--- config.mk ---
export PLATFORM = sky130hd
export DESIGN_NAME = pc_fetch_unit
export DESIGN_NICKNAME = d
export VERILOG_FILES = /design/src/rtl/pc_fetch_unit.sv
export SDC_FILE = /design/constraint.sdc
export NUM_CORES = 1
export LEC_CHECK = 0
export CAP_MARGIN = 20
export CORE_MARGIN = 4
export CORE_UTILIZATION = 25
export DETAILED_ROUTE_END_ITERATION = 10
export HOLD_SLACK_MARGIN = 0.15
export PLACE_DENSITY = 0.63
export SYNTH_ARGS = -nofsm -noshare
export SYNTH_HDL_FRONTEND = slang
export SYNTH_SLANG_ARGS = --single-unit
--- constraint.sdc ---
create_clock -name clk -period 5.8 [get_ports clk]
set_input_delay 1.45 -clock clk [delete_from_list [all_inputs] [get_ports clk]]
set_output_delay 1.45 -clock clk [all_outputs]
set_load 0.01 [all_outputs]
--- src/rtl/pc_fetch_unit.sv ---
// rtl/pc_fetch_unit.sv - single-outstanding instruction fetch unit with one-entry instruction buffer
// Optional feature macro: PC_MISALIGN_TRAP_EN (misaligned redirect enters TRAP instead of being truncated)
module pc_fetch_unit #(
    parameter logic [31:0] RESET_PC = 32'h0000_0000
) (
    input  logic        clk,
    input  logic        rst_n,
    input  logic        pc_src,
    input  logic [31:0] pc_target,
    input  logic        halt_req,
    output logic        imem_req,
    output logic [31:0] imem_addr,
    input  logic        imem_gnt,
    input  logic        imem_rvalid,
    input  logic [31:0] imem_rdata,
    output logic        inst_valid,
    input  logic        inst_ready,
    output logic [31:0] inst_data,
    output logic [31:0] inst_pc,
    output logic        halted,
    output logic        trap,
    output logic [31:0] trap_pc
);

    typedef enum logic [2:0] {
        ST_FETCH,
        ST_WAIT,
        ST_HOLD,
        ST_HALT,
        ST_TRAP
    } state_t;

    state_t      state_q, state_d;
    logic [31:0] pc_q, pc_d;
    logic        inst_valid_q, inst_valid_d;
    logic [31:0] inst_data_q, inst_data_d;
    logic [31:0] inst_pc_q, inst_pc_d;
    logic [31:0] trap_pc_q, trap_pc_d;

    always_ff @(posedge clk) begin
        if (!rst_n) begin
            state_q      <= ST_FETCH;
            pc_q         <= RESET_PC;
            inst_valid_q <= 1'b0;
            inst_data_q  <= 32'h0;
            inst_pc_q    <= 32'h0;
            trap_pc_q    <= 32'h0;
        end else begin
            state_q      <= state_d;
            pc_q         <= pc_d;
            inst_valid_q <= inst_valid_d;
            inst_data_q  <= inst_data_d;
            inst_pc_q    <= inst_pc_d;
            trap_pc_q    <= trap_pc_d;
        end
    end

    always_comb begin
        state_d      = state_q;
        pc_d         = pc_q;
        inst_valid_d = inst_valid_q;
        inst_data_d  = inst_data_q;
        inst_pc_d    = inst_pc_q;
        trap_pc_d    = trap_pc_q;
        case (state_q)
            ST_FETCH: begin
                if (imem_gnt) begin
                    state_d = ST_WAIT;
                end
            end
            ST_WAIT: begin
                if (imem_rvalid) begin
                    inst_data_d  = imem_rdata;
                    inst_pc_d    = pc_q;
                    inst_valid_d = 1'b1;
                    state_d      = ST_HOLD;
                end
            end
            ST_HOLD: begin
                // Redirect/halt inputs are only meaningful in the consume cycle.
                if (inst_valid_q && inst_ready) begin
                    inst_valid_d = 1'b0;
                    if (halt_req) begin
                        state_d = ST_HALT;
                    end else if (pc_src) begin
`ifdef PC_MISALIGN_TRAP_EN
                        if (pc_target[1:0] != 2'b00) begin
                            state_d   = ST_TRAP;
                            trap_pc_d = pc_target;
                        end else begin
                            pc_d    = pc_target;
                            state_d = ST_FETCH;
                        end
`else
                        pc_d    = pc_target & ~32'h3;
                        state_d = ST_FETCH;
`endif
                    end else begin
                        pc_d    = inst_pc_q + 32'd4;
                        state_d = ST_FETCH;
                    end
                end
            end
            ST_HALT, ST_TRAP: begin
                state_d = state_q;
            end
            default: begin
                state_d = ST_FETCH;
            end
        endcase
    end

    // Gating with rst_n keeps the request low during the reset cycle itself.
    assign imem_req   = rst_n && (state_q == ST_FETCH);
    assign imem_addr  = pc_q;
    assign inst_valid = inst_valid_q;
    assign inst_data  = inst_data_q;
    assign inst_pc    = inst_pc_q;
    assign halted     = (state_q == ST_HALT);
    assign trap       = (state_q == ST_TRAP);
    assign trap_pc    = trap_pc_q;

endmodule

======== After elaboration in Yosys (flattened, before gate mapping) ========
Cells that the tools add are included.
operators by class
  add/sub/neg operators ................... 1
  equal/unequal tests ..................... 7
  multiplexer cells ....................... 9
  bitwise operators ....................... 2
  reductions and logical operators ........ 9
operator list
  operator                                        count
  adder 32 x 3 -> 32 bit (second input constant)  1
  2-to-1 mux 32 bit                               1
  case mux 3 bit (4 select lines)                 1
  2-to-1 mux 3 bit                                3
  == test 3 x 2 -> 1 bit (second input constant)  2
  inequality test 2 bit (second input constant)   3
  AND reduction 3 bit                             2
  AND reduction 4 bit                             1
  == test 3 x 1 -> 1 bit (second input constant)  1
  == test 3 bit (second input constant)           1
  logical NOT 3 bit                               1
  logical AND 1 bit                               2
  2-to-1 mux 1 bit                                2
  2-to-1 mux 2 bit                                1
  NOT 1 bit                                       2
  case mux 1 bit (2 select lines)                 1
  AND reduction 2 bit                             1
  nonzero test 2 bit                              1
  OR reduction 2 bit                              1
word-level totals
  bits in registers ....................... 100
  input port bits ......................... 71

======== Longest topological paths before layout ========
Gate-level depths: netlist of run 1.
  depth after elaboration ................. 4
  depth in mapped cells ................... 7

======== Least setup slack after synthesis of run 1 ========
OpenSTA, ideal clock, no wires.
  path kind ............................... input to output
  start ................................... input port rst_n
  end ..................................... output port imem_req
  arrival time ............................ 2.361 ns
  path slack .............................. 1.989 ns
  stages .................................. 5
  path buffers ............................ 3
  cell sequence ........................... clkbuf_1 inv_1 clkbuf_1 clkbuf_1 nor3_1
between the ends
  word-level cells in the longest chain between the ends .. 1
RTL lines
  element            line  RTL
  from (decl)        7     input logic rst_n,
  logical AND 1 bit  114   assign imem_req = rst_n && (state_q == ST_FETCH);
  to (decl)          11    output logic imem_req,
No other way between the ends.

======== Worst setup path after layout of run 1 ========
Ends and elaborated chain as after synthesis.

==> impl_metrics.ini, run 1 <==
[floorplanning]
dieArea_sq_um = 21200
dieWidth_um = 146
start_util = 0.254
rows = 50
core_sq_um = 18600
io_pins = 203
die_h_um = 146

[synth]
synth.top_cells.by_area = dfxtp_1, nand2_1, a21oi_1
synth_warnings = 0
synth_area_per_cell_sq_um = 7.66
synth_cells = 617
synth-edff-count = 0
synthFlopType = dfxtp_1
synth_seq_cells = 99
synthesis.area_sq_um = 4730
yosysTopAreaCell = dfxtp_1
ys_types = 50
synthArstFlopShare = 0
synth_top_area_share = 0.419
synth_seq_area_share = 0.419

[critical_path]
crit_fanout = 26
cp_cell_sequence = clkdlybuf4s50_1 -> buf_4 -> inv_2 -> nor3_1 -> clkdlybuf4s50_1
cp_top_family = buffers and inverters
worstSetupPathType = input port to output port
slowest_delay_ps = 560
cp_num_buf_inv = 4
r2r_slack_ps = 3010
cp-start-kind = input port
cp.required_ps = 4350
worst_path_max_delay_cell = clkdlybuf4s50_1
end_kind = output port
cp.arrival_ps = 3010
critPathMostFrequentCell = clkdlybuf4s50_1

[placed_design]
hpwl_mm = 11.0
place_congestion = 0.763
numPortBuffers = 167

[status]
status = finished, final reports clean

[timing]
hold_violations = 0
slew_headroom = 0.375
fin_setup_tns_ps = 0
holdWs_ps = 454
fin_skew_ps = 8.35
fin_crit_ps = 4460
tightest_slew_ps = 938
setup_viol = 0
drv_slew = 0
period_share = 0.769
max_freq_mhz = 224
rsz0062_at_grt = false

[pwr]
peakVddDrop_v = 0.000144
power_frac_comb = 0.117
p_leak_nw = 2.25
power_mw = 1.55
power_switching_mw = 0.393
swShare = 0.253
p_int_mw = 1.16
power_density_nw_per_um2 = 228
clockPowerShare = 0.429
power_frac_seq = 0.454

[cts]
clockBufferDepth = 2
clock_sinks = 99
cts.clk_slew.worst_paths_ps = 70
worstSkewPairLatency_ps = 350
ctsRootBufferMaster = clkbuf_16
cts_setup_buffers = 0
h-tree-depth = 3
hold_buffers = 0
numCtsBuffers = 9
cts_tree = done
ctsResizeCount = 0

[grt]
grt_use_total = 0.149
grt_pass1_vias = 4480
grt_max_degree = 83
grt_overflow_total = 0
antenna_found_initial = 1
grt_pass1_wl_mm = 25.4

[flow_run]
drv_cap = 0

[detailed_routing]
routed_via_density = 4.88
post-route-drc-count = 0
ant_nets = 0
firstDrtPassIters = 5
wl_per_cell_um = 16.5
via_count = 4860
wirelength_mm = 16.4
first_iter_violations = 289

[layout]
nets = 829
post_route_cells_drive_above_1_share = 0.0407
syn_to_final_growth_pct = 44.2
diodes = 0

[min_path]
holdCritPathClass = register to register
==> metal layers <==
layer  global-route usage  vias up  part of all wire
met5                    0        -           0.00079
met4               0.0275        2            0.0099
met3               0.0679       13              0.10
met2                0.237      198              0.46
met1                0.189     2258              0.43
li1                     -     2389                 -
==> cells in the mapped netlist, types with 3 or more instances <==
master	count
nand3_1	28
and3_1	3
buf_2	5
a211oi_1	5
a31oi_1	4
inv_1	7
nor3_1	18
and4_1	5
buf_4	33
nor4_1	4
xnor2_1	5
o211a_1	3
nand4_1	7
a21oi_1	82
o21ai_0	17
dfxtp_1	99
o31ai_1	7
or4_1	19
nor2_1	11
clkbuf_1	40
mux2i_1	5
o211ai_1	20
nand2_1	154
==> path summary, 6_finish.rpt <==
path	start	end	cells after the start
worst max-delay path	rst_n	imem_req	5
worst min-delay path	inst_data[8]$_SDFFE_PN0P_	inst_data[8]$_SDFFE_PN0P_	2
worst max register to register	state_q[1]$_SDFFE_PN0P_	inst_data[25]$_SDFFE_PN0P_	5
worst min register to register	inst_data[8]$_SDFFE_PN0P_	inst_data[8]$_SDFFE_PN0P_	2
==> metrics by stage <==
stage	instance area (sq um)	instances	util	worst slack (ps)
after CTS	6790	995	0.364	1340
final	6820	996	0.366	1340
after global routing	6820	996	0.366	1290
after detailed placement	6460	979	0.347	1350
after floorplan	4850	649	-	1990
after global placement	6460	979	0.347	1350
==> cells in the final DEF, fill, tap and decap left out, types with 3 or more instances in the layout <==
cell type,Yosys,routed
clkbuf_16,0,9
clkdlybuf4s50_1,0,167
or4_1,19,19
xnor2_1,5,5
nor3_1,18,18
conb_1,1,33
inv_1,7,6
a31oi_1,4,4
o211a_1,3,3
a21oi_1,82,82
nor2_1,11,10
nand2_1,154,154
mux2i_1,5,5
buf_4,33,9
and3_1,3,3
nand4_1,7,7
and4_1,5,5
a211oi_1,5,5
nor4_1,4,4
o211ai_1,20,20
o21ai_0,17,17
dfxtp_1,99,99
nand3_1,28,27
o31ai_1,7,7
==> power by group through the flow <==
stage	clock network, mW	logic [mW]	registers (mW)
finish	0.666	0.181	0.705
CTS	0.694	0.180	0.705
global placement	0	0.179	0.720
floorplan	0	0.0911	0.723
global route	0.717	0.196	0.707
detailed placement	0	0.178	0.721
==> final cells by class <==
type	count	area, sq um
fill	1936	11800
multi-input combinational	462	2420
sequential	99	1980
timing repair buffer	177	1770
tap	234	293
clock buffer	9	225
clock inverter	7	101
inverter	8	30.0
==> logic make-up (layout without fill, tap and decap cells) <==
group           after synthesis  after routing  synth area share
simple gates                263            263             0.262
compound gates              153            153             0.194
flops                        99             99             0.419
buf+inv                      88            201            0.0974
xor+xnor                      7              7            0.0130
mux                           5              5            0.0106
fa+ha+maj                     1              1           0.00265
other cells                   1             33          0.000793
==> sequential cells by signal (all words and copies together) (netlist names) <==
signal,count
imem_addr,32
inst_data,32
inst_pc,32
state_q,2
inst_valid,1
==> worst register-to-register path, delay by kind of cell (launching register included) <==
kind	cells	cell delay (ps)
buffers and inverters	2	1220
and+or+nand+nor	2	840
DFF	1	500
AOI/OAI and AO/OA	1	70
Note: power is estimated with default switching activity, not from simulation.
==> run 2, diff against run 1 <==
==> constraint.sdc (replaced) <==
create_clock -name clk -period 4.7 [get_ports clk]
set_input_delay 1.175 -clock clk [delete_from_list [all_inputs] [get_ports clk]]
set_output_delay 1.175 -clock clk [all_outputs]
set_load 0.01 [all_outputs]
==> run 2 against run 1 <==
  * Sequential power is 23% higher
  * Register-to-register slack worse by 810 ps
  * Worst setup slack worse by 220 ps
  * Flip-flop and latch count stayed put
  * Clock skew is 1.6 ps lower
  * Final area is 1.1% lower
  * Largest power group unchanged
  * Utilization is 0.42 points lower
  * Critical path type unchanged
  * Total power is 15% higher
==> impl_metrics.ini, run 2 (synthesis gave the netlist of run 1 again) <==
[grt]
antenna_found_initial = 1
grt_pass1_wl_mm = 25.8
grt_use_total = 0.150
grt_pass1_vias = 4610
grt_max_degree = 83
grt_overflow_total = 0

[floorplanning]
dieWidth_um = 146
dieArea_sq_um = 21200
io_pins = 203
die_h_um = 146
start_util = 0.254
rows = 50
core_sq_um = 18600

[critical_path]
crit_fanout = 2
cp.required_ps = 3520
end_kind = output port
r2r_slack_ps = 2200
worst-r2r-cell-count = 5
cp-start-kind = input port
worstSetupPathType = input port to output port
cp.arrival_ps = 2410

[pwr]
power_switching_mw = 0.468
power_frac_comb = 0.123
power_mw = 1.78
clockPowerShare = 0.388
power_density_nw_per_um2 = 264
p_int_mw = 1.31
swShare = 0.263
p_leak_nw = 2.23
power_frac_seq = 0.489
peakVddDrop_v = 0.000177

[layout]
finalNonFillerCells = 997
diodes = 0
final_cell_mix = clkdlybuf4s50_1, nand2_1, dfxtp_1
post_route_cells_drive_above_1_share = 0.0406
nets = 830
syn_to_final_growth_pct = 42.5
layout_commonest_cell = clkdlybuf4s50_1

[cts]
cts_tree = done
h-tree-depth = 3
clock_sinks = 99
cts.clk_slew.worst_paths_ps = 70
ctsRootBufferMaster = clkbuf_16
numCtsBuffers = 9
clockBufferDepth = 2
hold_buffers = 0
worstSkewPairLatency_ps = 350
ctsResizeCount = 0
cts_setup_buffers = 0

[timing]
fin_crit_ps = 3580
drv_slew = 0
rsz0062_at_grt = false
fin_setup_tns_ps = 0
slew_headroom = 0.351
tightest_slew_ps = 974
max_freq_mhz = 279
setup_viol = 0
hold_violations = 0
period_share = 0.762
fin_skew_ps = 6.72
final.setup.worst_slack_ps = 1120

[detailed_routing]
via_count = 4825
first_iter_violations = 225
post-route-drc-count = 0
met1_length_mm = 7.18
wl_per_cell_um = 16.5
met2_length_mm = 7.55
routed_via_density = 4.84
wirelength_mm = 16.4
top_layer = met5
ant_nets = 0
firstDrtPassIters = 5
dr_wl_met3_mm = 1.42

[min_path]
holdCritPathClass = register to register
min_path_cells = 2

[placed_design]
hpwl_mm = 11.1
pre_cts_slack_ps = 1120
dp_cells = 981
numPortBuffers = 167
place_congestion = 0.775

[flow_run]
drv_cap = 0

[status]
status = finished, final reports clean
[run 2: changes by cell type in the layout (fill, tap and decap cells not counted), moves of 2 or more]
cell       change
bufinv_16      -2
clkinv_4       -2
clkinv_2       +5
buf_4          +2
[run 2: final cells by class]
cell class | instances | area, sq um
fill | 1950 | 11900
clock inverter | 6 | 32.5
tap | 234 | 293
multi-input combinational | 462 | 2420
sequential | 99 | 1980
timing repair buffer | 178 | 1750
clock buffer | 10 | 229
inverter | 8 | 30.0
[run 2: worst max-delay path: stages]
cell and delay, ps:
clkdlybuf4s50_1 500, inv_2 50, nor3_1 130, clkdlybuf4s50_1 560
[run 2: worst paths after layout]
path	start	to
worst max-delay path	rst_n	imem_req
worst min-delay path	inst_data[27]$_SDFFE_PN0P_	inst_data[27]$_SDFFE_PN0P_
worst max register to register	state_q[1]$_SDFFE_PN0P_	inst_data[17]$_SDFFE_PN0P_
worst min register to register	inst_data[27]$_SDFFE_PN0P_	inst_data[27]$_SDFFE_PN0P_
[run 2: power groups by stage]
stage	Combinational (mW)	Sequential, mW	Clock [mW]
2_1_floorplan	0.112	0.892	0
3_3_place_gp	0.221	0.889	0
3_5_place_dp	0.221	0.890	0
4_1_cts	0.223	0.870	0.726
5_1_grt	0.239	0.873	0.752
6_report	0.220	0.870	0.691
[run 2: per-layer routing]
layer,up-vias,track usage
met3,21,0.0595
met1,2241,0.186
met4,2,0.0451
li1,2391,-
met5,-,0
met2,170,0.243
[run 2: metrics by stage]
stage	util	hold slack (ps)	area [sq um]
6_report	0.361	453	6740
5_1_grt	0.361	474	6740
4_1_cts	0.361	455	6740
3_5_place_dp	0.347	446	6480
3_3_place_gp	0.347	441	6480
2_1_floorplan	-	481	4850
==> run 3, diff against run 2 <==
==> constraint.sdc (replaced) <==
create_clock -name clk -period 3.3 [get_ports clk]
set_input_delay 0.825 -clock clk [delete_from_list [all_inputs] [get_ports clk]]
set_output_delay 0.825 -clock clk [all_outputs]
set_load 0.01 [all_outputs]
==> run 3 against run 2 <==
  * Sequential share of layout area shrank 0.32 points
  * First-iteration DRC count shrank 0.89%
  * Flip-flop and latch count is the same
  * Clock skew is essentially flat
  * Combinational power grew 44%
  * Count of clock-buffer cells in the layout shrank 1
  * Global-route usage shrank 0.12 points
  * Via count shrank 0.12%
  * Final cell count grew 0.10%
  * Routed wire length grew 0.24%
  * Largest power group unchanged
==> impl_metrics.ini, run 3 (synthesis gave the netlist of run 1 again) <==
[grt]
grt_pass1_vias = 4584
grt_pass1_wl_mm = 25.6
grt_max_degree = 83
grt_use_total = 0.149
grt_overflow_total = 0
antenna_found_initial = 2

[layout]
final_cell_mix = clkdlybuf4s50_1, nand2_1, dfxtp_1
diodes = 0
fill_cells = 1927
post_route_cells_drive_above_1_share = 0.0432
syn_to_final_growth_pct = 44.1
layout_commonest_cell = clkdlybuf4s50_1
nets = 831

[status]
status = finished, final reports clean

[timing]
slew_headroom = 0.356
fin_skew_ps = 6.96
fin_crit_ps = 2970
max_freq_mhz = 337
tightest_slew_ps = 965
drv_slew = 0
final.setup.worst_slack_ps = 333
rsz0062_at_grt = false
period_share = 0.899
setup_viol = 0
hold_violations = 0
fin_setup_tns_ps = 0

[critical_path]
cp.required_ps = 2470
cp.arrival_ps = 2140
worstSetupPathType = input port to output port
worst_path_max_delay_cell = clkdlybuf4s50_1
slowest_delay_ps = 560
critPathMostFrequentCell = clkdlybuf4s50_1
cp_cell_sequence = clkdlybuf4s50_1 -> inv_2 -> nor3_1 -> clkdlybuf4s50_1
cp_num_buf_inv = 3
crit_fanout = 3
cp-start-kind = input port
end_kind = output port
cp_top_family = buffers and inverters

[cts]
ctsResizeCount = 0
clockBufferDepth = 2
hold_buffers = 0
h-tree-depth = 3
cts_tree = done
numCtsBuffers = 9
clock_sinks = 99
worstSkewPairLatency_ps = 350
cts_setup_buffers = 0
cts.clk_slew.worst_paths_ps = 70
ctsRootBufferMaster = clkbuf_16

[placed_design]
numPortBuffers = 167
place_congestion = 0.792
hpwl_mm = 11.0
pre_cts_slack_ps = 281

[detailed_routing]
routed_via_density = 4.83
firstDrtPassIters = 4
wl_per_cell_um = 16.5
ant_nets = 0
via_count = 4819
post-route-drc-count = 0
wirelength_mm = 16.5
first_iter_violations = 223

[pwr]
p_leak_nw = 2.26
peakVddDrop_v = 0.000250
power_density_nw_per_um2 = 389

[floorplanning]
die_h_um = 146
rows = 50
dieWidth_um = 146
start_util = 0.254
io_pins = 203
dieArea_sq_um = 21200
core_sq_um = 18600

[min_path]
holdCritPathClass = register to register

[flow_run]
drv_cap = 0
[run 3: cell types whose count changed in the layout (fill, tap and decap cells not counted), sizes merged]
| cell | before | now |
|---|---|---|
| bufinv | 0 | 1 |
| buf | 11 | 12 |
| clkinv | 6 | 5 |
| inv | 7 | 8 |
| clkbuf | 10 | 9 |
[run 3: worst register-to-register path: stages (launching register included)]
cell and delay (ps):
dfxtp_1 730, inv_1 560, nand3_2 170, buf_4 600, nand2_1 190, a21oi_1 160
[run 3: layer usage]
metal,GRT usage,up-vias,part of all wire
met5,0,-,0.0013
met4,0.0546,4,0.023
met3,0.0614,27,0.096
met2,0.232,198,0.45
met1,0.186,2204,0.43
li1,-,2386,-
[run 3: metrics by stage]
stage | util | cells | instance area (sq um) | hold WS, ps | total power, mW
after floorplan | - | 649 | 4850 | 481 | 1.43
after global placement | 0.349 | 982 | 6510 | 441 | 1.59
after detailed placement | 0.349 | 982 | 6510 | 446 | 1.59
after CTS | 0.365 | 998 | 6810 | 455 | 2.70
after global routing | 0.365 | 998 | 6810 | 466 | 2.77
final | 0.365 | 998 | 6810 | 454 | 2.65
[run 3: path summary, 6_finish.rpt]
path | start | to | slack, ps | cells past startpoint
worst max-delay path | rst_n | imem_req | 330 | 4
worst min-delay path | inst_data[3]$_SDFFE_PN0P_ | inst_data[3]$_SDFFE_PN0P_ | 450 | 2
worst max register to register | state_q[1]$_SDFFE_PN0P_ | inst_pc[0]$_SDFFE_PN0P_ | 820 | 5
worst min register to register | inst_data[3]$_SDFFE_PN0P_ | inst_data[3]$_SDFFE_PN0P_ | 450 | 2
[run 3: area by class of cell]
class	instances	area, sq um	share of cell area
Clock buffer	9	225	0.0331
Clock inverter	7	77.6	0.0114
Inverter	8	30.0	0.00441
Multi-Input combinational cell	462	2420	0.355
Sequential cell	99	1980	0.291
Tap cell	234	293	0.0430
Timing Repair Buffer	179	1790	0.262
[run 3: report_power, final]
part	leakage, nW	switching [mW]	internal [mW]
logic	1.31	0.168	0.149
registers	0.800	0.0213	1.22
clock network	0.146	0.501	0.594
